[config.mk]
export PLATFORM = sky130hd
export DESIGN_NAME = alu
export DESIGN_NICKNAME = d
export VERILOG_FILES = /design/src/rtl/alu.sv
export SDC_FILE = /design/constraint.sdc
export NUM_CORES = 1
export LEC_CHECK = 0
export CORE_MARGIN = 1
export CORE_UTILIZATION = 55
export CTS_CLUSTER_DIAMETER = 60
export DETAILED_ROUTE_END_ITERATION = 7
export PLACE_DENSITY = 0.88
export SETUP_SLACK_MARGIN = 0.3
export SLEW_MARGIN = 15
export SYNTH_ARGS = -nofsm -noshare
export SYNTH_HDL_FRONTEND = slang
export SYNTH_SLANG_ARGS = --single-unit
[constraint.sdc]
create_clock -name Clk -period 0.9 [get_ports Clk]
set_input_delay 0.27 -clock Clk [delete_from_list [all_inputs] [get_ports Clk]]
set_output_delay 0.27 -clock Clk [all_outputs]
set_load 0.02 [all_outputs]
[src/rtl/alu.sv]
// ALU with a one-cycle registered result and a registered zero flag.
//
// The opcode values live in package Definitions so that every block decoding
// the same OP bus shares one encoding.
//
// Optional feature, macro ALU_ROTATE_EN:
//   defined   -> ROL (12) and ROR (13) rotate A by B[$clog2(W)-1:0]
//   undefined -> ROL and ROR decode as unlisted opcodes (Out=0, Zero=1)
// The macro only adds the two rotate decodes. It does not change the ports,
// the latency or any other opcode.

package Definitions;
  localparam int unsigned OP_ADD   = 0;
  localparam int unsigned OP_SUB   = 1;
  localparam int unsigned OP_AND   = 2;
  localparam int unsigned OP_OR    = 3;
  localparam int unsigned OP_XOR   = 4;
  localparam int unsigned OP_NOT   = 5;
  localparam int unsigned OP_SHL   = 6;
  localparam int unsigned OP_SHR   = 7;
  localparam int unsigned OP_SRA   = 8;
  localparam int unsigned OP_CMP   = 9;
  localparam int unsigned OP_PASSA = 10;
  localparam int unsigned OP_PASSB = 11;
  localparam int unsigned OP_ROL   = 12;
  localparam int unsigned OP_ROR   = 13;
endpackage

module alu
  import Definitions::*;
#(
  parameter int W   = 8,
  parameter int Ops = 5
) (
  input  logic           Clk,
  input  logic           Reset,
  input  logic [W-1:0]   InputA,
  input  logic [W-1:0]   InputB,
  input  logic [Ops-1:0] OP,
  output logic [W-1:0]   Out,
  output logic           Zero
);

  // Width of the shift/rotate amount. This is held at one bit when W is 1 so
  // that the amount slice is never empty.
  localparam int SW = (W > 1) ? $clog2(W) : 1;

  // Only the low SW bits of B steer the shifters. Higher bits are ignored.
  logic [SW-1:0] amt;
  assign amt = InputB[SW-1:0];

  // One shared adder serves ADD, SUB and CMP. Subtraction is A + ~B + 1.
  // CMP uses the same difference, so Zero reports A == B for it.
  logic         sub_sel;
  logic [W-1:0] addsub_b;
  logic [W-1:0] addsub_res;

  // Select subtract mode for SUB and CMP.
  always_comb begin
    sub_sel = (OP == Ops'(OP_SUB)) || (OP == Ops'(OP_CMP));
  end

  assign addsub_b   = sub_sel ? ~InputB : InputB;
  assign addsub_res = InputA + addsub_b + W'(sub_sel);

  // Logarithmic barrel shifters. Stage gi moves the data by 2**gi positions
  // when amt[gi] is set. Element 0 of each chain is the raw operand.
  logic [W-1:0] shl_chain [SW+1];
  logic [W-1:0] shr_chain [SW+1];
  logic [W-1:0] sra_chain [SW+1];

  assign shl_chain[0] = InputA;
  assign shr_chain[0] = InputA;
  assign sra_chain[0] = InputA;

  genvar gi;
  generate
    for (gi = 0; gi < SW; gi++) begin : g_shift
      localparam int S = 1 << gi;
      assign shl_chain[gi+1] = amt[gi] ? (shl_chain[gi] << S) : shl_chain[gi];
      assign shr_chain[gi+1] = amt[gi] ? (shr_chain[gi] >> S) : shr_chain[gi];
      assign sra_chain[gi+1] = amt[gi] ? $unsigned($signed(sra_chain[gi]) >>> S)
                                       : sra_chain[gi];
    end
  endgenerate

`ifdef ALU_ROTATE_EN
  // Rotators built the same way as the shifters. Each stage rotates by less
  // than W positions. Stacked stages therefore give a rotation of amt mod W.
  logic [W-1:0] rol_chain [SW+1];
  logic [W-1:0] ror_chain [SW+1];

  assign rol_chain[0] = InputA;
  assign ror_chain[0] = InputA;

  generate
    for (gi = 0; gi < SW; gi++) begin : g_rotate
      localparam int S = 1 << gi;
      assign rol_chain[gi+1] = amt[gi]
                             ? ((rol_chain[gi] << S) | (rol_chain[gi] >> (W - S)))
                             : rol_chain[gi];
      assign ror_chain[gi+1] = amt[gi]
                             ? ((ror_chain[gi] >> S) | (ror_chain[gi] << (W - S)))
                             : ror_chain[gi];
    end
  endgenerate
`endif

  // Next result. Unlisted opcodes fall to the default and produce zero.
  logic [W-1:0] result_next;
  logic         zero_next;

  // Opcode decode and result selection.
  always_comb begin
    result_next = '0;
    case (OP)
      Ops'(OP_ADD):   result_next = addsub_res;
      Ops'(OP_SUB):   result_next = addsub_res;
      Ops'(OP_AND):   result_next = InputA & InputB;
      Ops'(OP_OR):    result_next = InputA | InputB;
      Ops'(OP_XOR):   result_next = InputA ^ InputB;
      Ops'(OP_NOT):   result_next = ~InputA;
      Ops'(OP_SHL):   result_next = shl_chain[SW];
      Ops'(OP_SHR):   result_next = shr_chain[SW];
      Ops'(OP_SRA):   result_next = sra_chain[SW];
      Ops'(OP_CMP):   result_next = addsub_res;
      Ops'(OP_PASSA): result_next = InputA;
      Ops'(OP_PASSB): result_next = InputB;
`ifdef ALU_ROTATE_EN
      Ops'(OP_ROL):   result_next = rol_chain[SW];
      Ops'(OP_ROR):   result_next = ror_chain[SW];
`endif
      default:        result_next = '0;
    endcase
  end

  // The flag is derived from the value about to be registered, so Out and
  // Zero always describe the same result.
  assign zero_next = (result_next == '0);

  // Result register. Reset clears Out and raises Zero at once, and it blocks
  // capture while it is held.
  always_ff @(posedge Clk or posedge Reset) begin
    if (Reset) begin
      Out  <= '0;
      Zero <= 1'b1;
    end else begin
      Out  <= result_next;
      Zero <= zero_next;
    end
  end

endmodule

==> flow_metrics.py, run 1 <==
metrics = {
    "yosys": {
        "synthMostInstantiatedCell": "nand2_1",
        "synth_common_cells": "nand2_1 (29), ha_1 (23), inv_1 (19)",
        "synthArstFlopShare": 1.00,
        "syn-num-nets": 310,
        "synth_edf_count": 0,
        "ys_types": 65,
        "yosysWarningCount": 0,
        "synth_top_cell_area_share": 0.141,
        "syn_area_mm2": 0.00204,
        "synth.ff_latch_count": 9,
        "syn_inst": 263,
        "avgSynthCellArea_um2": 7.76,
        "ys_seq_area_frac": 0.111,
        "ys_top_cells_by_area": "ha_1 (14%), dfrtp_1 (9.8%), nand2_1 (5.3%)",
        "yosysTopAreaCell": "ha_1",
        "synth_ff_type": "dfrtp_1",
    },
    "clock_network": {
        "root_buffer": "clkbuf_8",
        "cts_hold_buf": 0,
        "cts_made_buffers": 3,
        "cts_sinks": 9,
        "max-clock-path-buffers": 2,
        "h-tree-depth": 1,
    },
    "grt": {
        "grt_max_degree": 16,
        "grt_pass1_wl_um": 22800,
        "grt_usage": 0.770,
        "grt-ovfl-total": 95,
        "first_global_vias": 4007,
    },
    "placement": {
        "gp_congestion": 1.08,
        "numPortBuffers": 31,
        "placed_area_mm2": 0.00314,
        "hpwl_um": 7510,
    },
    "status": {
        "stop_error": "[ERROR GRT-0116] Global routing finished with congestion. Check the congestion regions in the DRC Viewer.",
        "outcome": "stopped before the end",
        "lastStage": "global routing (5_1_grt)",
    },
    "die": {
        "num_io_pins": 32,
        "die_y_um": 62.9,
        "rows": 21,
        "die-width_um": 62.9,
        "initial_utilization": 0.593,
    },
}
## per-stage QoR
step	worst slack, ps	instances
4_1_cts	-1950	434
3_5_place_dp	-2700	426
3_3_place_gp	-2290	426
2_1_floorplan	-1850	263
## routing by layer
| metal | GRT overflow | track usage |
|---|---|---|
| met1 | 0 | 0.767 |
| met2 | 56 | 1.02 |
| met3 | 0 | 0.480 |
| met4 | 39 | 0.840 |
| met5 | 0 | 0.0694 |
## cell families after synthesis
family,count (synthesis),synth area share
multiplexers,17,0.105
AND/OR/NAND/NOR,94,0.242
XOR/XNOR,13,0.0558
adder cells (fa/ha/maj),24,0.151
flip-flops,9,0.111
buffers and inverters,35,0.0772
AO/OA/AOI/OAI,71,0.259
## repair_timing
item,4_1_cts
resized for setup,107
pin swaps,16
endpoints found under the setup margin,18
cloned,0
buffers inserted,4
==> run 2, diff against run 1 <==
Settings changed: CORE_UTILIZATION 55 to 40, CTS_CLUSTER_DIAMETER 60 to not set, PLACE_DENSITY 0.88 to not set, PLACE_DENSITY_LB_ADDON set to 0.15, SETUP_SLACK_MARGIN 0.3 to not set.
==> flow_metrics.py, run 2 <==
metrics = {
    "setup_path": {
        "max_stage_delay_ps": 610,
        "cp-start-kind": "input port",
        "cp_data_arrival_time_ps": 2820,
        "worst-path-buf-inv": 1,
        "path_cells": "buf_6 > or4b_4 > xnor2_4 > fa_2 > a21o_1 > a21oi_4 > xor2_1 > o2111ai_2 > nor4_2 > nor4bb_2",
        "critPathKind": "input port to flip-flop",
        "cp_data_required_time_ps": 1040,
        "slowest_stage": "or4b_4",
        "cp-end-kind": "flip-flop",
        "crit_path_max_fanout": 4,
        "cpLargestDelayFamily": "simple AND/OR/NAND/NOR gates",
    },
    "grt": {
        "grt-ovfl-total": 0,
        "top_usage_layer": "met2",
        "grt_usage": 0.316,
        "first_global_vias": 2554,
        "met2_usage": 0.534,
        "antenna_found_initial": 0,
        "grt_max_degree": 16,
        "met1_usage": 0.399,
        "met3_usage": 0.0604,
        "grt_pass1_wl_um": 12800,
    },
    "finish": {
        "syn_to_final_growth_pct": 70.0,
        "regMostFlops": "Out",
        "final_cell_mix": "buf_4 (97), nand2_1 (29), ha_1 (22)",
        "drive_above_1_share": 0.435,
        "nets": 441,
        "largest_reg_flops": 8,
        "antenna_cells": 0,
        "top_regs": "Out x8, Zero x1",
        "mostFrequentLayoutCell": "buf_4",
    },
    "clock_network": {
        "clkTransAtPathRegs_ps": 40,
        "root_buffer": "clkbuf_8",
        "max-clock-path-buffers": 2,
        "cts_sinks": 9,
        "cts_hold_buf": 0,
        "tritoncts": "done",
        "cts_made_buffers": 3,
        "h-tree-depth": 1,
    },
    "power": {
        "power_density_mw_per_mm2": 784,
        "power.switching_mw": 1.01,
        "pwr-share-clk": 0.165,
        "p_seq_frac": 0.178,
        "internal_power_mw": 1.72,
        "vdd_ir_drop_max_mv": 0.501,
        "power_leakage_nw": 1.64,
        "p_sw_frac": 0.369,
        "comb_power_share": 0.657,
    },
    "routing": {
        "avgRoutedWirePerCell_um": 17.9,
        "drc": 0,
        "drtIter0Drc": 162,
        "first_pass_iters": 5,
        "vias": 2643,
        "routed_via_density": 5.75,
        "drtAntennaViolNets": 0,
        "drt-total-wl_um": 8220,
    },
    "job": {
        "drv_cap": 0,
    },
    "die": {
        "placeableCoreArea_mm2": 0.00482,
        "die_y_um": 73.4,
        "initial_utilization": 0.424,
        "die_area_mm2": 0.00539,
        "die-width_um": 73.4,
        "rows": 25,
        "num_io_pins": 32,
    },
    "yosys": {
        "syn_inst": 263,
        "synth_top_cell_area_share": 0.141,
        "synthArstFlopShare": 1.00,
        "syn-num-nets": 310,
        "yosysWarningCount": 0,
        "avgSynthCellArea_um2": 7.76,
        "synth.ff_latch_count": 9,
        "ys_top_cells_by_area": "ha_1 (14%), dfrtp_1 (9.8%), nand2_1 (5.3%)",
        "ys_seq_area_frac": 0.111,
        "yosysTopAreaCell": "ha_1",
        "synthMostInstantiatedCell": "nand2_1",
        "synth_edf_count": 0,
        "synth_common_cells": "nand2_1 (29), ha_1 (23), inv_1 (19)",
        "synth_ff_type": "dfrtp_1",
        "syn_area_mm2": 0.00204,
        "ys_types": 65,
    },
    "status": {
        "violations": "setup timing",
        "outcome": "complete, but fails checks",
    },
    "sta": {
        "fin_crit_ps": 2680,
        "slew_viol_final": 0,
        "max_slew_margin": 0.758,
        "finalWorstSetupSlack_ps": -1780,
        "rsz0062_at_grt": "yes",
        "timing.hold.ws_ps": 346,
        "finalSetupViolCount": 18,
        "worstMarginPinSlew_ps": 354,
        "fmax_mhz": 373,
        "hold_violations": 0,
        "fin_setup_tns_ps": -14350,
        "fin_crit_sh": 2.98,
    },
    "placement": {
        "numPortBuffers": 31,
        "hpwl_um": 6560,
        "gp_congestion": 1.01,
    },
    "hold_path": {
        "min_path_type": "input port to async pin",
    },
}
-- run 2: cell counts after synthesis --
Identical to the previous run, type by type.
-- run 2: through the flow --
step,power (mW),instances,cell area (um2),util,setup WS [ps]
floorplan,1.25,263,2130,-,-1850
global placement,2.02,444,3180,0.661,-2410
detailed placement,2.03,444,3180,0.661,-2430
CTS,2.62,457,3390,0.705,-1840
global route,2.88,460,3470,0.720,-1910
finish,2.72,460,3470,0.720,-1780
-- run 2: kinds of logic (layout without fill, tap and decap cells) --
kind of cell / Yosys count / in the layout / synth area share
flip-flops: 9 / 9 / 0.111
adder cells (fa/ha/maj): 24 / 24 / 0.151
XOR/XNOR: 13 / 13 / 0.0558
AO/OA/AOI/OAI: 71 / 71 / 0.259
buffers and inverters: 35 / 165 / 0.0772
multiplexers: 17 / 17 / 0.105
AND/OR/NAND/NOR: 94 / 94 / 0.242
-- run 2: per-layer routing --
layer	share of wire	wire length, um
met4	0.038	314
met1	0.43	3530
met5	0	0
met2	0.47	3830
met3	0.066	543
-- run 2: power by group through the flow --
| stage | sequential [mW] | combinational, mW | clock [mW] |
|---|---|---|---|
| 6_report | 0.484 | 1.79 | 0.450 |
| 5_1_grt | 0.488 | 1.92 | 0.475 |
| 4_1_cts | 0.484 | 1.68 | 0.455 |
| 3_5_place_dp | 0.478 | 1.56 | 0 |
| 3_3_place_gp | 0.476 | 1.54 | 0 |
| 2_1_floorplan | 0.543 | 0.704 | 0 |
-- run 2: timing repair --
item                                    4_1_cts  5_1_grt
endpoints found under the setup margin       18       18
buffers inserted                             10        5
pin swaps                                    18       24
gates resized for setup                     113       30
-- run 2: path summary, 6_finish.rpt --
kind,startpoint,to,slack [ps],cells past startpoint
max,OP[4],Zero$_DFF_PP1_,-1780,10
min,Reset,Out[7]$_DFF_PP0_,350,3
max in group asynchronous,Reset,Zero$_DFF_PP1_,370,3
min in group Clk,InputA[5],Zero$_DFF_PP1_,700,7
-- run 2: final cells by class --
cell class / instances / area (um2)
clock buffer: 4 / 45.0
multi-input combinational: 219 / 1840
inverter: 21 / 83.8
fill: 405 / 1350
sequential: 9 / 226
tap: 67 / 83.8
timing repair buffer: 140 / 1190
Power figures use the tool's default switching activity.
==> run 3, diff against run 2 <==
Settings changed: PLACE_DENSITY_LB_ADDON 0.15 to not set.
==> flow_metrics.py, run 3 (same netlist as run 2, synthesis figures left out) <==
metrics = {
    "status": {
        "outcome": "complete, but fails checks",
        "violations": "setup timing",
    },
    "sta": {
        "hold_violations": 0,
        "fin_crit_ps": 2810,
        "fmax_mhz": 356,
        "finalSetupViolCount": 18,
        "fin_crit_sh": 3.12,
        "fin_setup_tns_ps": -14540,
        "finalWorstSetupSlack_ps": -1910,
        "slew_viol_final": 0,
        "max_slew_margin": 0.707,
        "worstMarginPinSlew_ps": 428,
        "rsz0062_at_grt": "yes",
    },
    "grt": {
        "grt_usage": 0.318,
        "first_global_vias": 2506,
        "grt-ovfl-total": 0,
        "grt_max_degree": 13,
        "antenna_found_initial": 0,
        "grt_pass1_wl_um": 12700,
    },
    "finish": {
        "nets": 444,
        "multiInputGateArea_mm2": 0.00184,
        "final_cell_mix": "buf_4 (97), nand2_1 (29), buf_6 (22)",
        "seqCellArea_um2": 226,
        "fillers": 416,
        "mostFrequentLayoutCell": "buf_4",
        "drive_above_1_share": 0.432,
        "regMostFlops": "Out",
        "antenna_cells": 0,
        "layout.cells.non_filler": 463,
        "syn_to_final_growth_pct": 72.4,
        "top_regs": "Out x8, Zero x1",
        "largest_reg_flops": 8,
    },
    "clock_network": {
        "max-clock-path-buffers": 2,
        "h-tree-depth": 1,
        "cts_made_buffers": 3,
        "tritoncts": "done",
        "clkTransAtPathRegs_ps": 40,
        "root_buffer": "clkbuf_8",
        "cts_sinks": 9,
    },
    "power": {
        "comb_power_share": 0.657,
        "internal_power_mw": 1.72,
        "power.switching_uw": 994,
        "p_seq_frac": 0.178,
        "power_leakage_nw": 1.68,
        "vdd_ir_drop_max_mv": 0.571,
        "p_sw_frac": 0.367,
        "power_density_mw_per_mm2": 771,
        "pwr-share-clk": 0.165,
    },
    "routing": {
        "vias": 2604,
        "drtAntennaViolNets": 0,
        "drc": 0,
        "avgRoutedWirePerCell_um": 17.8,
        "routed_via_density": 5.62,
        "first_pass_iters": 4,
        "drt-total-wl_um": 8240,
        "drtIter0Drc": 185,
    },
    "placement": {
        "numPortBuffers": 31,
        "dp_cells": 446,
        "hpwl_um": 6630,
        "gp_congestion": 0.976,
    },
    "die": {
        "die_y_um": 73.4,
        "placeableCoreArea_mm2": 0.00482,
        "num_io_pins": 32,
        "die_area_mm2": 0.00539,
        "initial_utilization": 0.424,
        "rows": 25,
        "die-width_um": 73.4,
    },
    "setup_path": {
        "worst-path-buf-inv": 2,
        "crit_path_max_fanout": 2,
        "cp-start-kind": "input port",
        "cp_data_arrival_time_ps": 2940,
        "slowest_stage": "or4b_4",
        "cpLargestDelayFamily": "simple AND/OR/NAND/NOR gates",
        "cp-end-kind": "flip-flop",
        "critPathKind": "input port to flip-flop",
        "cp_data_required_time_ps": 1030,
        "max_stage_delay_ps": 570,
        "path_cells": "buf_6 > or4b_4 > buf_12 > xnor2_4 > fa_2 > a21o_1 > a21oi_2 > o21ai_2 > xnor2_2 > o2111ai_2 > nor4_1 > nor4bb_2",
    },
    "job": {
        "drv_cap": 0,
    },
    "hold_path": {
        "min_path_type": "input port to async pin",
    },
}
==> run 3: cell types whose count changed in the layout (fill, tap and decap cells not counted), moves of 2 or more <==
cell           delta
dlygate4sd2_1     +4
buf_2             +2
clkbuf_2          -6
buf_6             +2
==> run 3: layout make-up <==
class / count / area share
multi-input cells: 219 / 0.522
repair buffers: 143 / 0.352
flip-flops and latches: 9 / 0.0644
inverters: 21 / 0.0252
well taps: 67 / 0.0238
clock buffers: 4 / 0.0128
==> run 3: final timing paths <==
kind	startpoint	to	slack (ps)	cells past startpoint
hold / removal	Reset	Out[7]$_DFF_PP0_	350	3
max in group asynchronous	Reset	Zero$_DFF_PP1_	360	3
setup / recovery	OP[4]	Zero$_DFF_PP1_	-1910	12
min in group Clk	OP[1]	Out[6]$_DFF_PP0_	720	5
==> run 3: what timing repair did <==
action / in CTS / in global routing
hold endpoints to repair: 0 / 0
pin swaps: 12 / 17
resized for setup: 115 / 16
gates cloned: 0 / 0
setup endpoints to repair: 18 / 18
hold buffers: 0 / 0
buffers inserted: 13 / 6
==> run 3: worst min-delay path, cell delays in order <==
cell and delay [ps]:
clkdlybuf4s50_1 400, inv_1 100, buf_12 130
==> run 3: per-stage QoR <==
step | setup WS, ps | hold slack (ps) | power [mW] | cell area [um2] | utilization
floorplan | -1850 | 97.2 | 1.25 | 2130 | -
global placement | -2430 | 577 | 2.04 | 3210 | 0.666
detailed placement | -2480 | 581 | 2.06 | 3210 | 0.666
CTS | -1880 | 350 | 2.65 | 3440 | 0.715
global route | -2020 | 373 | 2.87 | 3520 | 0.730
finish | -1910 | 348 | 2.71 | 3520 | 0.730
==> run 3: power by group through the flow <==
stage	Clock [mW]	Sequential, mW	Combinational (mW)
detailed placement	0	0.478	1.58
finish	0.447	0.482	1.78
CTS	0.454	0.483	1.72
floorplan	0	0.543	0.704
global route	0.478	0.487	1.91
global placement	0	0.476	1.56
==> run 3: metal layers <==
| metal | vias to the layer above | share of wire | global-route usage |
|---|---|---|---|
| li1 | 1256 | - | - |
| met5 | - | 0 | 0 |
| met4 | 0 | 0.027 | 0.122 |
| met3 | 18 | 0.058 | 0.0151 |
| met2 | 101 | 0.48 | 0.539 |
| met1 | 1229 | 0.43 | 0.425 |
